==> src/rtl/fetch_unit.sv <==
// Instruction fetch sequencer for the Nibbler core: fetches 1- or 2-byte instructions
// from ROM and hands them to execute. Optional macro FETCH_INSTR_COUNT_EN adds instr_count.
module fetch_unit #(
  parameter int ADDR_W = 12,
  parameter int DATA_W = 8
) (
  input  logic              clk,
  input  logic              reset,
  input  logic [ADDR_W-1:0] pc_in,
  output logic [ADDR_W-1:0] rom_addr,
  input  logic [DATA_W-1:0] rom_data,
  input  logic              halt,
  output logic              pc_enable,
  output logic              pc_load,
  output logic [ADDR_W-1:0] pc_load_val,
  output logic              instr_valid,
  input  logic              instr_ready,
  input  logic              branch_taken,
  output logic [3:0]        opcode,
  output logic [3:0]        operand,
  output logic [ADDR_W-1:0] target,
  output logic              is_long,
`ifdef FETCH_INSTR_COUNT_EN
  output logic [15:0]       instr_count,
`endif
  output logic [1:0]        dbg_state
);

  typedef enum logic [1:0] {
    S_OP  = 2'd0,
    S_ARG = 2'd1,
    S_OUT = 2'd2
  } state_t;

  state_t            r_state;
  state_t            w_next_state;
  logic [DATA_W-1:0] r_ir;
  logic [DATA_W-1:0] r_arg;
  logic              w_accept;
  logic              w_pc_enable;
  logic              w_pc_load;

  // Handshake: an instruction transfers on a cycle where instr_valid and instr_ready
  // are both high; instr_valid never drops and its payload never changes until then.
  assign w_accept    = instr_valid & instr_ready;
  assign instr_valid = (r_state == S_OUT) & ~reset;

  assign rom_addr    = pc_in;
  assign opcode      = r_ir[7:4];
  assign operand     = r_ir[3:0];
  assign is_long     = ~r_ir[7];
  assign target      = {r_ir[3:0], r_arg};
  assign pc_load_val = target;
  assign dbg_state   = r_state;

  always_comb begin
    w_next_state = r_state;
    w_pc_enable  = 1'b0;
    w_pc_load    = 1'b0;
    case (r_state)
      S_OP: begin
        if (!halt) begin
          w_pc_enable  = 1'b1;
          w_next_state = rom_data[7] ? S_OUT : S_ARG;
        end
      end
      S_ARG: begin
        w_pc_enable  = 1'b1;
        w_next_state = S_OUT;
      end
      S_OUT: begin
        if (w_accept) begin
          w_next_state = S_OP;
          w_pc_load    = is_long & branch_taken;
        end
      end
      default: w_next_state = S_OP;
    endcase
  end

  // Reset masks the PC controls so a discarded fetch cannot move the PC.
  assign pc_enable = w_pc_enable & ~reset;
  assign pc_load   = w_pc_load & ~reset;

  always_ff @(posedge clk) begin
    if (reset) begin
      r_state <= S_OP;
      r_ir    <= '0;
      r_arg   <= '0;
    end else begin
      r_state <= w_next_state;
      if (r_state == S_OP && !halt) r_ir <= rom_data;
      if (r_state == S_ARG) r_arg <= rom_data;
    end
  end

`ifdef FETCH_INSTR_COUNT_EN
  logic [15:0] r_instr_count;

  always_ff @(posedge clk) begin
    if (reset) r_instr_count <= '0;
    else if (w_accept) r_instr_count <= r_instr_count + 16'd1;
  end

  assign instr_count = r_instr_count;
`endif

endmodule

==> config.mk <==
export PLATFORM = sky130hd
export DESIGN_NAME = fetch_unit
export DESIGN_NICKNAME = d
export VERILOG_FILES = /design/src/rtl/fetch_unit.sv
export SDC_FILE = /design/constraint.sdc
export NUM_CORES = 1
export LEC_CHECK = 0
export ABC_AREA = 1
export CORE_MARGIN = 5
export CORE_UTILIZATION = 34
export CTS_BUF_LIST = sky130_fd_sc_hd__clkbuf_8
export CTS_CLUSTER_SIZE = 14
export DETAILED_ROUTE_END_ITERATION = 10
export PLACE_DENSITY_LB_ADDON = 0.1
export SETUP_SLACK_MARGIN = 0.3
export SLEW_MARGIN = 25
export SYNTH_ARGS = -nofsm -noshare
export SYNTH_HDL_FRONTEND = slang
export SYNTH_SLANG_ARGS = --single-unit
==> constraint.sdc <==
create_clock -name clk -period 1.2 [get_ports clk]
set_input_delay 0.18 -clock clk [delete_from_list [all_inputs] [get_ports clk]]
set_output_delay 0.18 -clock clk [all_outputs]
set_load 0.01 [all_outputs]
==> results of run 1 <==
per-stage QoR:
step	power [W]	cells	hold WS, ns
finish	0.001829	213	0.2440
global route	0.001928	213	0.2484
CTS	0.001726	208	0.2533
floorplan	0.0009489	134	0.2450
global placement	0.001118	192	0.3601
detailed placement	0.001124	192	0.3601
power groups by stage:
stage	sequential [W]	combinational (W)	clock [W]
after floorplan	0.000708	0.000241	0
after global placement	0.000684	0.000434	0
after detailed placement	0.000687	0.000436	0
after CTS	0.000684	0.000536	0.000507
after global routing	0.000697	0.000695	0.000536
final	0.000688	0.000647	0.000494
layout make-up:
class	instances	share of cell area
repair buffers	74	0.4242
multi-input cells	70	0.2627
clock buffers	4	0.02912
flip-flops and latches	18	0.2184
inverters	16	0.04500
well taps	31	0.02052
worst max path at each step:
stage	to	slack [ns]	cells past startpoint
final	pc_load	0.03	4
after global placement	pc_load	-0.44	5
after detailed placement	pc_load	-0.47	5
after CTS	pc_load	0.02	4
after global routing	pc_load	-0.02	4
after floorplan	pc_load	0.29	3
cells in the mapped netlist:
cell type  count  share of area
o21ai_0        8          0.042
dfxtp_1       18           0.38
nor3_1         1         0.0053
buf_2          2          0.011
nor2_1        26           0.10
buf_4         29           0.23
inv_2          1         0.0039
nand2_1       15          0.059
inv_1         15          0.059
nand3_1        9          0.047
a21oi_1        8          0.042
and2_1         1         0.0066
nor2_4         1          0.012
logic make-up after synthesis:
logic type             count (synthesis)  share of synthesized area
flip-flops                            18                     0.3795
AND/OR/NAND/NOR                       53                     0.2332
AO/OA/AOI/OAI                         16                    0.08432
buffers and inverters                 47                     0.3030
per-layer routing:
metal  wire length, µm  vias up  track usage
li1                  -      484            -
met1              1042      452       0.1503
met2              1469       43       0.2474
met3               269        4      0.06295
met4                27        0      0.05040
met5                 0        -            0
flip-flops by register name (all words and copies together), names as in the netlist:
| register | count |
|---|---|
| r_arg | 8 |
| r_ir | 8 |
| dbg_state | 2 |
what timing repair did:
item                       in CTS  in global routing
pin swaps                       9                  4
gates resized for setup       231                 64
setup endpoints to repair      55                 55
gates cloned                    1                  0
setup buffers                  11                  5
hold buffers                    0                  0
layout by cell type (no fill, tap or decap):
cell / count
a21oi_2: 5
clkdlybuf4s50_1: 10
dlygate4sd2_1: 2
a21oi_1: 3
buf_12: 3
nor2_1: 15
dfxtp_2: 6
clkinv_8: 2
nand2_1: 13
clkbuf_8: 4
nand3_1: 1
inv_2: 3
nor2_2: 3
nor2_4: 9
o21ai_1: 2
and2_4: 1
nand2_2: 1
o21ai_2: 6
inv_1: 11
buf_6: 49
buf_4: 9
dfxtp_4: 12
buf_2: 1
nor3_2: 1
nand2_8: 2
nand3_2: 8
worst max-delay path: cells and delay by family:
family	cells	cell delay (ns)
and+or+nand+nor	1	0.16
buffers and inverters	3	0.65
==> metrics.txt, run 1 <==
Yosys warnings 0; Slew Limit Fails 0; Cell Int Power between 0.001 and 0.0015 W; syn_area_per_cell 7.087 µm²; slowest stage delay, CP ~0.45 ns; IO Count 75; Ant. Diodes 0; H-Tree Level Count 1; cell area after synthesis approximately 950 µm²; Worst setup EP type output port; fmax 856.1 MHz; clock latency at the later pin of the worst-skew pair 0.25 ns; WL/cell 13.19 µm; DRT antenna net count 0; CTS tree built; Multi-input gate area between 400 and 500 µm²; maximum clock insertion buffer count 2; HP Class primary input to flop; Setup Skew approximately 0.0013 ns; Synth cell types 13; Storage cell area just over 400 µm²; Clk pin slew, worst setup/hold paths 0.07 ns; Initial Util 0.3504; NumNets Final 208; Yosys reg bits 18; area of the core region 0.002710 mm²; # port buffers 50; hold path cells 2; Worst EP arrival slightly below 1 ns; r2r setup slk 0.09 ns; combinational share of power 0.354; Hold EP dbg_state[0]$_SDFFE_PP0P_; status finished, final reports clean; worst slack, placed -0.4719 ns; Worst Setup Start Kind primary input; Max Cap Viol 0; area grow syn2layout 99.08%; layout cells sized above 1 0.6868; Leak just under 0.9 nW; crit-path max FO 2; crit path cell chain clkdlybuf4s50_1 > inv_1 > nor3_2 > buf_2; Final Core Density 0.6976; fin area 0.001891 mm²; TritonCTS Buffers 3; Placed Area 0.001344 mm²; part of the power in registers 0.376; syn nets 159; Tmin final 1.168 ns; Site Rows 19; GRT Util Overall 0.1421; vias in the first global route 985; P_sw ~0.00052 W; 1st-iter DRT viols 23; Fill cells 228; drc violations 0; die height 62.85 µm; post-synthesis sequential area ratio 0.3794; Final setup viols 0; first-pass GRT wire length approximately 4700 µm; reg-to-reg startpoint dbg_state[1]$_SDFFE_PP0P_; final setup TNS 0 ns; Hold Crit Start reset; Die ar. a little under 0.004 mm²; Slew @ Worst Pin 0.2131 ns; Critical Path RT 1.02 ns; clk sinks 18; RSZ-0062 raised after global routing true; chip width 62.85 µm; placer congestion estimate 0.7257; Crit Path Class primary input to output port; largest net degree at the start of global routing 17; Hold Fails Final Rpt 0; worst reg2reg path depth 7; relative slew slack 0.8576; Worst Setup Slack, final 0.03194 ns; Clock Power Share 0.270; Routed WL 2809 µm; hpwl dp 1873 µm; vias per cell around 4.6; Crit. Startpoint instr_ready; Tcrit/Tclk final 0.9734; drt first pass iters 3; DR vias approximately 980; initial antenna violation count 0; Synth Instances between 100 and 150; worst vdd ir around 0.72 mV; PD cells 967.5 mW/mm²; sw frac 0.2847; Slowest-stage cell, CP clkdlybuf4s50_1; grt ovf 0; reg2reg end r_arg[5]$_SDFFE_PP0P_; clock root buffer clkbuf_8
No activity file was read; power rests on OpenSTA's default activity.
==> inputs of run 2 (changes only) <==
--- a/config.mk
+++ b/config.mk
@@ -6,6 +6,7 @@
 export NUM_CORES = 1
 export LEC_CHECK = 0
 export ABC_AREA = 1
+export CORE_ASPECT_RATIO = 1.5
 export CORE_MARGIN = 5
 export CORE_UTILIZATION = 34
 export CTS_BUF_LIST = sky130_fd_sc_hd__clkbuf_8
@@ -13,6 +14,7 @@
 export DETAILED_ROUTE_END_ITERATION = 10
 export PLACE_DENSITY_LB_ADDON = 0.1
 export SETUP_SLACK_MARGIN = 0.3
+export SKIP_LAST_GASP = 1
 export SLEW_MARGIN = 25
 export SYNTH_ARGS = -nofsm -noshare
 export SYNTH_HDL_FRONTEND = slang
==> metrics.txt, run 2 (same netlist as run 1, synthesis figures left out) <==
status finished, final reports clean; Slew @ Worst Pin around 0.36 ns; GRT met2 Usage 0.2610; Clk pin slew, worst setup/hold paths 0.07 ns; area of the core region between 0.002 and 0.003 mm²; Final setup viols 0; Worst setup EP type output port; P_sw 0.0004692 W; Site Rows 23; largest net degree at the start of global routing 17; H-Tree Level Count 1; Crit path depth 4; Power, Total 0.001726 W; layout cells sized above 1 0.5506; Routed WL between 2000 and 3000 µm; clock root buffer clkbuf_8; cts hold-fix bufs 0; hold path cells 2; worst reg2reg path depth 5; Clock Power Share 0.283; r2r setup slk 0.14 ns; DRT antenna net count 0; clock latency at the later pin of the worst-skew pair 0.25 ns; 1st-iter DRT viols 8; final setup TNS 0 ns; GRT Util Overall 0.1335; Slowest-stage cell, CP dfxtp_2; Setup Skew 0.001147 ns; most frequent cells in the layout buf_6 (44), nor2_1 (23), nand2_1 (13), dfxtp_2 (11), inv_1 (10); Worst Setup Start Kind flop; Hold Fails Final Rpt 0; Final Core Density 0.6251; combinational share of power 0.318; Ant. Diodes 0; Crit Path Class flop to output port; drt first pass iters 4; vias per cell 4.409; commonest non-fill, non-tap cell in the layout buf_6; placer congestion estimate 0.7035; Critical Path RT 1.02 ns; Cell Int Power between 0.001 and 0.0015 W; Worst Setup Slack, final 0.04200 ns; hpwl dp between 1500 and 2000 µm; HP Class primary input to flop; TritonCTS Buffers 3; grt met3 use 0.03762; DR vias approximately 950; Die ar. roughly 0.004 mm²; clk sinks 18; sw frac 0.2719; Top delay family on crit path flip-flops; Slew Limit Fails 0; Buf/Inv on CP 2; grt ovf 0; RSZ-0062 raised after global routing true; met1 Track Usage GR 0.1404; NumNets Final 204; vias in the first global route 930; CTS tree built; slowest stage delay, CP around 0.33 ns; relative slew slack 0.7601; fmax ~860 MHz; worst vdd ir 0.6587 mV; area grow syn2layout 76.15%; WL/cell 11.76 µm; Max Cap Viol 0; drc violations 0; Final Hold Slack 0.2918 ns; die height around 75 µm; maximum clock insertion buffer count 2; crit-path max FO 2; first-pass GRT wire length approximately 4100 µm; Leak 0.8174 nW; worst slack, placed -0.4743 ns; part of the power in registers 0.399; chip width around 53 µm; initial antenna violation count 0; # port buffers 50; Tcrit/Tclk final 0.9650; IO Count 75; PD cells a little over 1000 mW/mm²; Worst EP arrival 0.98 ns; Initial Util 0.3548; GRT busiest layer met2; Tmin final 1.158 ns; crit path cell chain inv_2 > nand2_2 > nor3_2 > buf_2
run 2: cell type report:
class,count,area [µm²]
Multi-Input combinational cell,71,371.6
Clock buffer,4,55.05
Fill cell,247,1003
Inverter,16,75.07
Tap cell,37,46.29
Sequential cell,18,400.4
Timing Repair Buffer,69,724.4
run 2: final timing paths:
path / start / to
worst max-delay path: r_ir[7]$_SDFFE_PP0P_ / pc_load
worst min-delay path: reset / dbg_state[0]$_SDFFE_PP0P_
worst max register to register: dbg_state[1]$_SDFFE_PP0P_ / r_ir[3]$_SDFFE_PP0P_
worst min register to register: r_ir[4]$_SDFFE_PP0P_ / r_ir[4]$_SDFFE_PP0P_
run 2: routing by layer:
metal  routed length (µm)  vias up
met2                 1393       44
met5                    0        -
met3                  215        4
li1                     -      482
met1                  899      418
met4                   21        0
run 2: timing repair:
| item | CTS | global route |
|---|---|---|
| setup buffers | 6 | 3 |
| resized for setup | 199 | 54 |
| pin swaps | 5 | 6 |
| endpoints found under the setup margin | 55 | 55 |
| cloned | 2 | 0 |
run 2: metrics by stage:
stage               instances  cell area [µm²]
finish                    215             1673
global route              215             1673
CTS                       212             1401
detailed placement        200             1366
global placement          200             1366
floorplan                 134            963.4
run 2: power by group through the flow:
stage	registers (W)	logic, W	clock network (W)
after floorplan	0.000708	0.000241	0
after global placement	0.000684	0.000440	0
after detailed placement	0.000686	0.000442	0
after CTS	0.000675	0.000451	0.000499
after global routing	0.000696	0.000595	0.000532
final	0.000688	0.000549	0.000488
